`src/rtl/counter_pkg.sv`:
```
// Shared FSM state encoding and mode constants for prog_counter.
package counter_pkg;

    typedef enum logic [1:0] {
        StIdle = 2'b00,
        StRun  = 2'b01,
        StDone = 2'b10
    } state_e;

    localparam logic [1:0] ModeFree    = 2'b00;
    localparam logic [1:0] ModeOneshot = 2'b01;
    localparam logic [1:0] ModeBounce  = 2'b10;

    // Mode 2'b11 is reserved and behaves as free-run.
    function automatic logic [1:0] eff_mode(logic [1:0] m);
        return (m == 2'b11) ? ModeFree : m;
    endfunction

endpackage

```
`src/rtl/counter_prescaler.sv`:
```
// Prescaler: emits a one-cycle tick every prescale+1 enabled cycles.
module counter_prescaler #(
    parameter int unsigned PRESCALE_W = 4
) (
    input  logic                  clock,
    input  logic                  reset,
    input  logic                  clear,
    input  logic                  enable,
    input  logic [PRESCALE_W-1:0] prescale,
    output logic                  tick
);

    logic [PRESCALE_W-1:0] cnt_q, cnt_d;

    // Tick and next prescaler value; clear wins over counting.
    always_comb begin
        tick  = enable && (cnt_q == prescale);
        cnt_d = cnt_q;
        if (clear) begin
            cnt_d = '0;
        end else if (tick) begin
            cnt_d = '0;
        end else if (enable) begin
            cnt_d = cnt_q + 1'b1;
        end
    end

    // Prescaler register with synchronous active-low reset.
    always_ff @(posedge clock) begin
        if (!reset) begin
            cnt_q <= '0;
        end else begin
            cnt_q <= cnt_d;
        end
    end

endmodule

```
`src/rtl/prog_counter.sv`:
```
// Programmable up/down/bounce counter with prescaler and one-shot mode.
// Optional capture register enabled by defining PROG_COUNTER_CAPTURE_EN.
module prog_counter
    import counter_pkg::*;
#(
    parameter int unsigned WIDTH      = 8,
    parameter int unsigned PRESCALE_W = 4
) (
    input  logic                  clock,
    input  logic                  reset,
    input  logic                  enable,
    input  logic                  start,
    input  logic                  stop,
    input  logic [1:0]            mode,
    input  logic                  up_dn,
    input  logic                  load,
    input  logic [WIDTH-1:0]      load_val,
    input  logic [WIDTH-1:0]      limit,
    input  logic [PRESCALE_W-1:0] prescale,
`ifdef PROG_COUNTER_CAPTURE_EN
    input  logic                  capture,
    output logic [WIDTH-1:0]      cap_val,
`endif
    output logic [WIDTH-1:0]      count,
    output logic                  tc,
    output logic                  busy,
    output logic                  done
);

    state_e           state_q, state_d;
    logic [WIDTH-1:0] count_q, count_d;
    logic             dir_q, dir_d;   // bounce direction, 1 = up
    logic             tc_q, tc_d;
    logic             tick;
    logic             restart;
    logic             oneshot_term;
    logic [1:0]       mode_eff;

    assign mode_eff = eff_mode(mode);
    // DONE->RUN reloads the count and restarts the prescaler phase.
    assign restart  = !load && (state_q == StDone) && !stop && start;

    counter_prescaler #(
        .PRESCALE_W (PRESCALE_W)
    ) u_prescaler (
        .clock    (clock),
        .reset    (reset),
        .clear    (load || restart),
        .enable   (enable && (state_q == StRun) && !stop),
        .prescale (prescale),
        .tick     (tick)
    );

    // State register.
    always_ff @(posedge clock) begin
        if (!reset) begin
            state_q <= StIdle;
        end else begin
            state_q <= state_d;
        end
    end

    // Next-state logic; stop beats start, load freezes the state.
    always_comb begin
        state_d = state_q;
        if (!load) begin
            case (state_q)
                StIdle:  if (!stop && start) state_d = StRun;
                StRun: begin
                    if (stop) begin
                        state_d = StIdle;
                    end else if (oneshot_term) begin
                        state_d = StDone;
                    end
                end
                StDone: begin
                    if (stop) begin
                        state_d = StIdle;
                    end else if (start) begin
                        state_d = StRun;
                    end
                end
                default: state_d = StIdle;
            endcase
        end
    end

    // FSM outputs.
    always_comb begin
        busy = (state_q == StRun);
        done = (state_q == StDone);
    end

    // Count datapath: load > restart > tick; counts above limit clamp to limit.
    always_comb begin
        count_d      = count_q;
        dir_d        = dir_q;
        tc_d         = 1'b0;
        oneshot_term = 1'b0;
        if (load) begin
            count_d = (load_val > limit) ? limit : load_val;
        end else if (restart) begin
            count_d = up_dn ? '0 : limit;
        end else if (tick) begin
            case (mode_eff)
                ModeOneshot: begin
                    if (up_dn) begin
                        count_d      = (count_q >= limit) ? limit : count_q + 1'b1;
                        oneshot_term = (count_d == limit);
                    end else begin
                        count_d      = (count_q > limit)  ? limit :
                                       (count_q == '0)    ? '0    : count_q - 1'b1;
                        oneshot_term = (count_d == '0);
                    end
                    tc_d = oneshot_term;
                end
                ModeBounce: begin
                    if (count_q > limit) begin
                        count_d = limit;
                        dir_d   = 1'b0;
                        tc_d    = dir_q || (limit == '0);
                    end else if (dir_q) begin
                        if (count_q == limit) begin
                            count_d = (limit == '0) ? '0 : count_q - 1'b1;
                            dir_d   = 1'b0;
                            tc_d    = (limit == '0);
                        end else begin
                            count_d = count_q + 1'b1;
                            if (count_d == limit) begin
                                dir_d = 1'b0;
                                tc_d  = 1'b1;
                            end
                        end
                    end else begin
                        if (count_q == '0) begin
                            count_d = (limit == '0) ? '0 : count_q + 1'b1;
                            dir_d   = 1'b1;
                            tc_d    = (limit == '0);
                        end else begin
                            count_d = count_q - 1'b1;
                            if (count_d == '0) begin
                                dir_d = 1'b1;
                                tc_d  = 1'b1;
                            end
                        end
                    end
                end
                default: begin
                    if (count_q > limit) begin
                        count_d = limit;
                    end else if (up_dn) begin
                        if (count_q == limit) begin
                            count_d = '0;
                            tc_d    = 1'b1;
                        end else begin
                            count_d = count_q + 1'b1;
                        end
                    end else begin
                        if (count_q == '0) begin
                            count_d = limit;
                            tc_d    = 1'b1;
                        end else begin
                            count_d = count_q - 1'b1;
                        end
                    end
                end
            endcase
        end
    end

    // Datapath registers.
    always_ff @(posedge clock) begin
        if (!reset) begin
            count_q <= '0;
            dir_q   <= 1'b1;
            tc_q    <= 1'b0;
        end else begin
            count_q <= count_d;
            dir_q   <= dir_d;
            tc_q    <= tc_d;
        end
    end

    assign count = count_q;
    assign tc    = tc_q;

`ifdef PROG_COUNTER_CAPTURE_EN
    logic [WIDTH-1:0] cap_q;

    // Snapshot of count taken when capture is high.
    always_ff @(posedge clock) begin
        if (!reset) begin
            cap_q <= '0;
        end else if (capture) begin
            cap_q <= count_q;
        end
    end

    assign cap_val = cap_q;
`endif

endmodule

```
`config.mk`:
```
export PLATFORM = sky130hd
export DESIGN_NAME = prog_counter
export DESIGN_NICKNAME = d
export VERILOG_FILES = /design/src/rtl/counter_pkg.sv /design/src/rtl/counter_prescaler.sv /design/src/rtl/prog_counter.sv
export SDC_FILE = /design/constraint.sdc
export NUM_CORES = 1
export LEC_CHECK = 0
export BUFFER_PORTS_ARGS = -buffer_cell sky130_fd_sc_hd__buf_2
export CAP_MARGIN = 15
export CORE_AREA = 2 2 69 71
export CTS_BUF_LIST = sky130_fd_sc_hd__clkbuf_4 sky130_fd_sc_hd__clkbuf_8
export DETAILED_ROUTE_END_ITERATION = 12
export DIE_AREA = 0 0 71 73
export PLACE_DENSITY = 0.95
export SLEW_MARGIN = 20
export SYNTH_ARGS = -nofsm -noshare
export SYNTH_HDL_FRONTEND = slang
export SYNTH_SLANG_ARGS = --single-unit
```
`constraint.sdc`:
```
create_clock -name clock -period 5.2 [get_ports clock]
set_clock_uncertainty 0.2 [all_clocks]
set_input_delay 0.26 -clock clock [delete_from_list [all_inputs] [get_ports clock]]
set_output_delay 0.26 -clock clock [all_outputs]
set_load 0.02 [all_outputs]
```
==> results of run 1 <==
==> through the flow <==
stage | area [um2] | util, % | worst slack [ns]
after detailed placement | 2930 | 64.6 | 1.59
after floorplan | 2790 | - | 2.21
after global routing | 2990 | 65.8 | 1.28
after CTS | 2990 | 65.8 | 1.56
final | 2990 | 65.8 | 1.44
after global placement | 2930 | 64.6 | 1.55
==> layer usage <==
layer / up-vias / share of wire, % / track usage, %
met3: 72 / 14 / 10.9
met2: 322 / 42 / 61.2
met5: - / 0 / 0
met4: 0 / 7.6 / 28.5
met1: 1548 / 36 / 47.4
li1: 1500 / - / -
==> registers in the layout, indices dropped and copies added, names as in the netlist <==
name / cells
state_q: 2
count: 8
dir_q: 1
tc: 1
u_prescaler.cnt_q: 4
==> cell usage after synthesis (2+ instances only) <==
cell / number / share of area, %
mux2i_1: 3 / 1.1
and3_1: 3 / 0.67
nor2_1: 26 / 3.5
inv_1: 19 / 2.6
xor2_1: 14 / 4.4
xnor2_1: 13 / 4.1
nor2b_1: 5 / 1.1
a221o_1: 6 / 2.2
nand2b_1: 3 / 0.67
o311ai_1: 2 / 0.63
nor4_1: 5 / 1.1
a31oi_1: 10 / 2.2
a21o_1: 7 / 1.9
o221ai_1: 4 / 1.3
and2_1: 2 / 0.45
a31o_2: 3 / 0.94
o311ai_0: 3 / 0.94
ha_1: 23 / 10
nor3b_1: 2 / 0.54
a21oi_1: 24 / 4.3
nand3_1: 7 / 1.3
o2bb2ai_1: 3 / 0.94
clkbuf_1: 20 / 2.7
a22oi_1: 9 / 2.4
o21a_1: 3 / 0.81
a211oi_1: 4 / 1.1
nand2_1: 34 / 4.6
or3_1: 3 / 0.67
buf_6: 3 / 1.2
nor3_1: 10 / 1.8
a311oi_1: 2 / 0.63
nor2_2: 2 / 0.45
o211ai_1: 6 / 1.6
o22ai_1: 4 / 0.90
dfxtp_1: 16 / 11
o2111ai_1: 3 / 0.94
o21ai_1: 3 / 0.54
o21ai_0: 29 / 5.2
mux2_2: 3 / 1.2
or2_2: 3 / 0.67
a221oi_1: 10 / 3.1
nand4_1: 5 / 1.1
o311a_1: 2 / 0.72
buf_2: 6 / 1.1
nand3b_1: 3 / 0.81
==> worst max-delay path, stage by stage (launching register included) <==
cell and delay (ns):
dfxtp_1 0.58, inv_1 0.19, ha_1 0.34, nand4_1 0.18, nor2_1 0.41, a211oi_1 0.12, nor3_1 0.60, buf_4 0.29
a22oi_1 0.09, o221ai_1 0.19, or3b_1 0.38, o22ai_1 0.12
==> power by group through the flow <==
stage	clock (mW)	sequential [mW]	combinational, mW
final	0.127	0.157	0.359
after global routing	0.131	0.157	0.383
after CTS	0.125	0.155	0.344
after detailed placement	0	0.158	0.341
after global placement	0	0.157	0.339
after floorplan	0	0.149	0.262
==> area by class of cell <==
type	count	area, um2
clock buffers	4	55.1
fillers	386	1550
inverters	19	71.3
multi-input cells	323	2250
flip-flops and latches	16	320
well taps	54	67.6
repair buffers	42	218
==> path summary, 6_finish.rpt <==
| check | from | endpoint | slack [ns] | cells past startpoint |
|---|---|---|---|---|
| worst max-delay path | count[0] | count[7] | 1.44 | 11 |
| worst min-delay path | stop | state_q[0] | 0.1 | 3 |
| worst max register to register | count[0] | count[7] | 1.44 | 11 |
| worst min register to register | u_prescaler.cnt_q[3] | u_prescaler.cnt_q[3] | 0.35 | 2 |
==> kinds of logic after synthesis <==
| family | synth area share [%] |
|---|---|
| buffers and inverters | 7.80 |
| AO/OA/AOI/OAI | 35.8 |
| flip-flops | 11.5 |
| AND/OR/NAND/NOR | 22.5 |
| multiplexers | 3.09 |
| XOR/XNOR | 9.05 |
| adder cells (fa/ha/maj) | 10.3 |
==> flow_summary.toml, run 1 <==
[global_route]
grt_max_degree = 24
grt_pass1_wl_um = 16100
grt_pass1_vias = 3320
grt_overflow = 0
grt.total_usage_pct = 39.6
antenna_found_initial = 0

[status]
outcome = "complete, no violations"

[placed_design]
placed_cells = 454
dp_hpwl_um = 7250
port_buffers = 39
gp_congestion = 1.04

[final_layout]
mostFrequentLayoutCell = "buf_2"
n_antenna_cell = 0
final_cell_mix = "buf_2, nand2_1, o21ai_0"
nNetsFinal = 457
final_cells = 458
syn_to_final_growth_pct = 6.95
drive_gt1_share_pct = 15.8

[drt]
first_pass_iters = 5
drc = 0
totalWireLength_um = 10100
vias = 3442
drt-vias-per-instance = 7.52
drtIter0Drc = 449
avgRoutedWirePerCell_um = 22.0
ant_nets = 0

[cts]
cts_sinks = 16
cts_root_buffer = "clkbuf_8"
clk_latency_ns = 0.27
path_clk_slew_ns = 0.08
postCtsHoldBufs = 0
cts.path.max_buffers = 2
cts_max_level = 1
cts_made_buffers = 3
post_cts_buffers = 0
cts_resized = 0
cts_tree = "done"

[logic_synthesis]
synth_seq_cells = 16
synth_cell_types = 63
synth_seq_area_share_pct = 11.5
synthFlopType = "dfxtp_1"
synth_nets = 440
ys_warn_count = 0
synth.cell_area_um2 = 2790
postSynthCellCount = 388
postSynth.asyncResetShare_pct = 0
syn_avg_cell_area_um2 = 7.19
synth_edf_count = 0

[critical_path]
endpoint_kind = "flop"
criticalPathCategory = "reg -> reg"
crit_required_ns = 5.20
cp.arrival_ns = 3.76
cp-start-kind = "flop"
path_max_fanout = 11

[min_path]
worstHoldPathType = "in -> reg"

[power]
p_sw_mw = 0.311
p_seq_share_pct = 24.4
max-vdd-ir-drop_mv = 0.190
total_power_mw = 0.643
p_leak_nw = 1.24
p_int_mw = 0.332
pwr_density_cell_nw_per_um2 = 215
switching_share_pct = 48.4
p_comb_share_pct = 55.8
clkPwrFrac_pct = 19.8

[timing]
holdWs_ns = 0.0998
setup_viol = 0
tightestPinTransition_ns = 1.10
maxSlewViolCount = 0
min_period_ns = 3.76
fin_crit_sh_pct = 72.4
hold_viol_final = 0
tns_ns = 0
slew_headroom_pct = 26.1
rsz0062_at_grt = "no"
max_freq_mhz = 266

[floorplanning]
die_w_um = 71
die_area_um2 = 5180
initial_core_util_pct = 61.5
std_cell_rows = 25
core_area_um2 = 4540
io_pins = 40
die_h_um = 73

[run]
maxCapViolCount = 0
Note: power is estimated with default switching activity, not from simulation.
==> inputs of run 2 (changes only) <==
--- a/config.mk
+++ b/config.mk
@@ -7,11 +7,11 @@
 export LEC_CHECK = 0
 export BUFFER_PORTS_ARGS = -buffer_cell sky130_fd_sc_hd__buf_2
 export CAP_MARGIN = 15
-export CORE_AREA = 2 2 69 71
+export CORE_AREA = 2 2 72 74
 export CTS_BUF_LIST = sky130_fd_sc_hd__clkbuf_4 sky130_fd_sc_hd__clkbuf_8
 export DETAILED_ROUTE_END_ITERATION = 12
-export DIE_AREA = 0 0 71 73
-export PLACE_DENSITY = 0.95
+export DIE_AREA = 0 0 74 76
+export PLACE_DENSITY = 0.88
 export SLEW_MARGIN = 20
 export SYNTH_ARGS = -nofsm -noshare
 export SYNTH_HDL_FRONTEND = slang
==> constraint.sdc (replaced) <==
create_clock -name clock -period 3.5 [get_ports clock]
set_clock_uncertainty 0.2 [all_clocks]
set_input_delay 0.175 -clock clock [delete_from_list [all_inputs] [get_ports clock]]
set_output_delay 0.175 -clock clock [all_outputs]
set_load 0.02 [all_outputs]
==> flow_summary.toml, run 2 (synthesis gave the netlist of run 1 again) <==
[timing]
hold_viol_final = 0
maxSlewViolCount = 0
tns_ns = 0
slew_headroom_pct = 33.7
tightestPinTransition_ns = 0.986
rsz0062_at_grt = "no"
fin_crit_sh_pct = 91.1
holdWs_ns = 0.0496
setup_ws_ns = 0.310
max_freq_mhz = 313
setup_viol = 0
min_period_ns = 3.19

[global_route]
grt_pass1_wl_um = 16300
grt_overflow = 0
grt.total_usage_pct = 37.4
antenna_found_initial = 0
grt_max_degree = 24
grt_pass1_vias = 3194

[critical_path]
r2r_setup_slack_ns = 0.31
cp-start-kind = "flop"
cp.arrival_ns = 3.12
endpoint_kind = "flop"
worstRegToRegCells = 9
r2r-end = "state_q[0]"
path_max_fanout = 9
r2r_start = "count[1]"
crit_required_ns = 3.43
criticalPathCategory = "reg -> reg"

[cts]
cts_sinks = 16
path_clk_slew_ns = 0.07
cts_resized = 0
cts_made_buffers = 3
cts_tree = "done"
cts.path.max_buffers = 2
cts_root_buffer = "clkbuf_8"
post_cts_buffers = 0
clk_latency_ns = 0.26
cts_max_level = 1
postCtsHoldBufs = 0

[power]
switching_share_pct = 47.7
p_seq_share_pct = 21.3
p_sw_mw = 0.457
pwr_density_cell_nw_per_um2 = 305
max-vdd-ir-drop_mv = 0.185
p_int_mw = 0.501
p_leak_nw = 1.33
clkPwrFrac_pct = 16.0
p_comb_share_pct = 62.7

[drt]
drc = 0
ant_nets = 0
drtIter0Drc = 513
drt-vias-per-instance = 7.03
first_pass_iters = 5
avgRoutedWirePerCell_um = 20.9
vias = 3467
totalWireLength_um = 10300

[placed_design]
dp_slack_ns = 0.386
port_buffers = 39
gp_congestion = 1.02
placed_cell_area_um2 = 3100
dp_hpwl_um = 7910

[min_path]
hold_path_end = "state_q[0]"
min_from = "stop"
worstHoldPathCells = 3
worstHoldPathType = "in -> reg"

[floorplanning]
initial_core_util_pct = 56.8
std_cell_rows = 26
die_h_um = 76
core_area_um2 = 4910
die_area_um2 = 5620
die_w_um = 74
io_pins = 40

[final_layout]
seq_area_um2 = 320
drive_gt1_share_pct = 19.6
multi_input_comb_area_um2 = 2250
n_antenna_cell = 0
n_fill_cell = 434
final_cell_area_um2 = 3140
largest_reg_flops = 8
nNetsFinal = 477
syn_to_final_growth_pct = 12.6
final_cell_mix = "buf_2, nand2_1, o21ai_0"
mostFrequentLayoutCell = "buf_2"

[run]
maxCapViolCount = 0

[status]
outcome = "complete, no violations"
## run 2: layer usage
metal	routed length (um)	track usage [%]	vias to the layer above	share of wire [%]
met4	495	17.8	0	4.8
met3	1030	6.35	55	10
met1	4170	50.3	1586	40
met5	0	0	-	0
met2	4620	57.1	282	45
li1	-	-	1544	-
## run 2: through the flow
stage	total power, mW	std cells	util, %
final	0.958	493	64.0
after global routing	1.01	493	64.0
after global placement	0.785	490	63.1
after CTS	0.933	493	64.0
after detailed placement	0.784	490	63.1
after floorplan	0.610	388	-
## run 2: worst max path at each step
stage / cells after the start / startpoint / slack [ns] / end
floorplan: 10 / count[0] / 0.51 / state_q[0]
global placement: 9 / count[1] / 0.48 / state_q[0]
detailed placement: 9 / count[1] / 0.39 / state_q[0]
CTS: 9 / count[1] / 0.35 / state_q[0]
global route: 9 / count[1] / 0.07 / state_q[0]
finish: 9 / count[1] / 0.31 / state_q[0]
## run 2: critical path, cell delays in order, from the launching register on
cell and delay (ns):
dfxtp_1 0.42, inv_1 0.15, ha_1 0.25, nor3b_1 0.34
xor2_1 0.23, or4_1 0.51, o311a_1 0.36, nor4_2 0.34
a21o_1 0.18, o21ai_0 0.10
## run 2: power by group through the flow
stage          sequential, mW  clock, mW  combinational, mW
6_report                0.204      0.153              0.601
4_1_cts                 0.204      0.149              0.580
2_1_floorplan           0.221          0              0.389
3_5_place_dp            0.208          0              0.577
3_3_place_gp            0.207          0              0.578
5_1_grt                 0.205      0.160              0.645
## run 2: final cells by class
cell class / instances / area share [%]
timing repair buffer: 62 / 11.7
sequential: 16 / 10.2
inverter: 19 / 2.27
clock buffer: 3 / 1.31
multi-input combinational: 323 / 71.7
tap: 70 / 2.79
==> inputs of run 3 (changes only) <==
--- a/config.mk
+++ b/config.mk
@@ -12,6 +12,7 @@
 export DETAILED_ROUTE_END_ITERATION = 12
 export DIE_AREA = 0 0 74 76
 export PLACE_DENSITY = 0.88
+export SETUP_SLACK_MARGIN = 0.5
 export SLEW_MARGIN = 20
 export SYNTH_ARGS = -nofsm -noshare
 export SYNTH_HDL_FRONTEND = slang
==> flow_summary.toml, run 3 (synthesis gave the netlist of run 1 again) <==
[global_route]
grt_overflow = 0
grt_pass1_wl_um = 16300
grt.total_usage_pct = 37.5
grt_max_degree = 24
antenna_found_initial = 0
grt_pass1_vias = 3185

[final_layout]
final_cell_mix = "buf_2, nand2_1, buf_4"
syn_to_final_growth_pct = 18.8
mostFrequentLayoutCell = "buf_2"
multi_input_comb_area_um2 = 2340
drive_gt1_share_pct = 24.9
seq_area_um2 = 322
nNetsFinal = 487
largest_reg_flops = 8
n_antenna_cell = 0
n_fill_cell = 409

[cts]
cts_tree = "done"
cts_max_level = 1
clk_latency_ns = 0.26
cts_sinks = 16
cts_made_buffers = 3
postCtsHoldBufs = 0
cts.path.max_buffers = 2
cts_root_buffer = "clkbuf_8"
path_clk_slew_ns = 0.07

[power]
pwr_density_cell_nw_per_um2 = 307
total_power_mw = 1.02
max-vdd-ir-drop_mv = 0.180
p_leak_nw = 1.40

[timing]
hold_viol_final = 0
maxSlewViolCount = 0
tightestPinTransition_ns = 0.974
min_period_ns = 2.92
rsz0062_at_grt = "yes"
slew_headroom_pct = 34.6
setup_viol = 0
max_freq_mhz = 343
tns_ns = 0
fin_crit_sh_pct = 83.4

[floorplanning]
die_h_um = 76
std_cell_rows = 26
core_area_um2 = 4910
die_area_um2 = 5620
die_w_um = 74
initial_core_util_pct = 56.8
io_pins = 40

[drt]
totalWireLength_um = 10600
vias = 3508
drt-vias-per-instance = 6.97
drtIter0Drc = 565
avgRoutedWirePerCell_um = 21.1
drc = 0
first_pass_iters = 5
ant_nets = 0

[status]
outcome = "complete, no violations"

[placed_design]
port_buffers = 39
gp_congestion = 1.02
dp_hpwl_um = 7910

[critical_path]
path_max_fanout = 13
crit_required_ns = 3.47
cp-start-kind = "flop"
endpoint_kind = "flop"
criticalPathCategory = "reg -> reg"
cp.arrival_ns = 2.89

[min_path]
worstHoldPathType = "in -> reg"

[run]
maxCapViolCount = 0
==> run 3: what timing repair did <==
item                                    4_1_cts  5_1_grt
endpoints found under the setup margin        3       10
resized for setup                             2       18
gates cloned                                  0        1
pin swaps                                     0        4
buffers inserted                              0        9
==> run 3: worst paths after layout <==
check,start,end,slack [ns],cells past startpoint
max reg2reg,count[3],count[1],0.58,10
min reg2reg,u_prescaler.cnt_q[3],u_prescaler.cnt_q[3],0.35,2
min,stop,state_q[0],0.05,3
max,count[3],count[1],0.58,10
==> run 3: cell type report <==
type / instances / area share, %
multi-input combinational: 323 / 70.6
timing repair buffer: 72 / 13.7
sequential: 16 / 9.70
tap: 70 / 2.64
inverter: 19 / 2.15
clock buffer: 3 / 1.25
==> run 3: power breakdown <==
part	total (mW)	internal (mW)	switching [mW]
registers	0.204	0.193	0.0115
logic	0.659	0.263	0.397
clock network	0.153	0.0768	0.0766
total	1.02	0.532	0.485
==> run 3: layer usage <==
metal | up-vias | track usage [%] | routed length [um]
li1 | 1561 | - | -
met1 | 1602 | 50.2 | 4110
met2 | 292 | 57.4 | 4780
met3 | 53 | 6.35 | 1200
met4 | 0 | 17.8 | 508
met5 | - | 0 | 0
==> run 3: worst max-delay path, stage by stage, from the launching register on <==
cell	delay (ns)
dfxtp_1	0.33
buf_4	0.21
or4_4	0.61
nor3_4	0.19
buf_4	0.15
buf_4	0.14
nand2_1	0.07
mux4_2	0.50
o21ai_1	0.15
o21ai_1	0.10
a21oi_1	0.18
==> run 3: stage by stage <==
step / setup slack (ns) / instance area (um2) / utilization (%) / cells / hold slack (ns)
final: 0.582 / 3320 / 67.5 / 503 / 0.0486
after global routing: 0.459 / 3320 / 67.5 / 503 / 0.0889
after CTS: 0.518 / 3150 / 64.1 / 493 / 0.0547
after detailed placement: 0.386 / 3100 / 63.1 / 490 / 0.318
after global placement: 0.476 / 3100 / 63.1 / 490 / 0.286
after floorplan: 0.508 / 2790 / - / 388 / 0.160
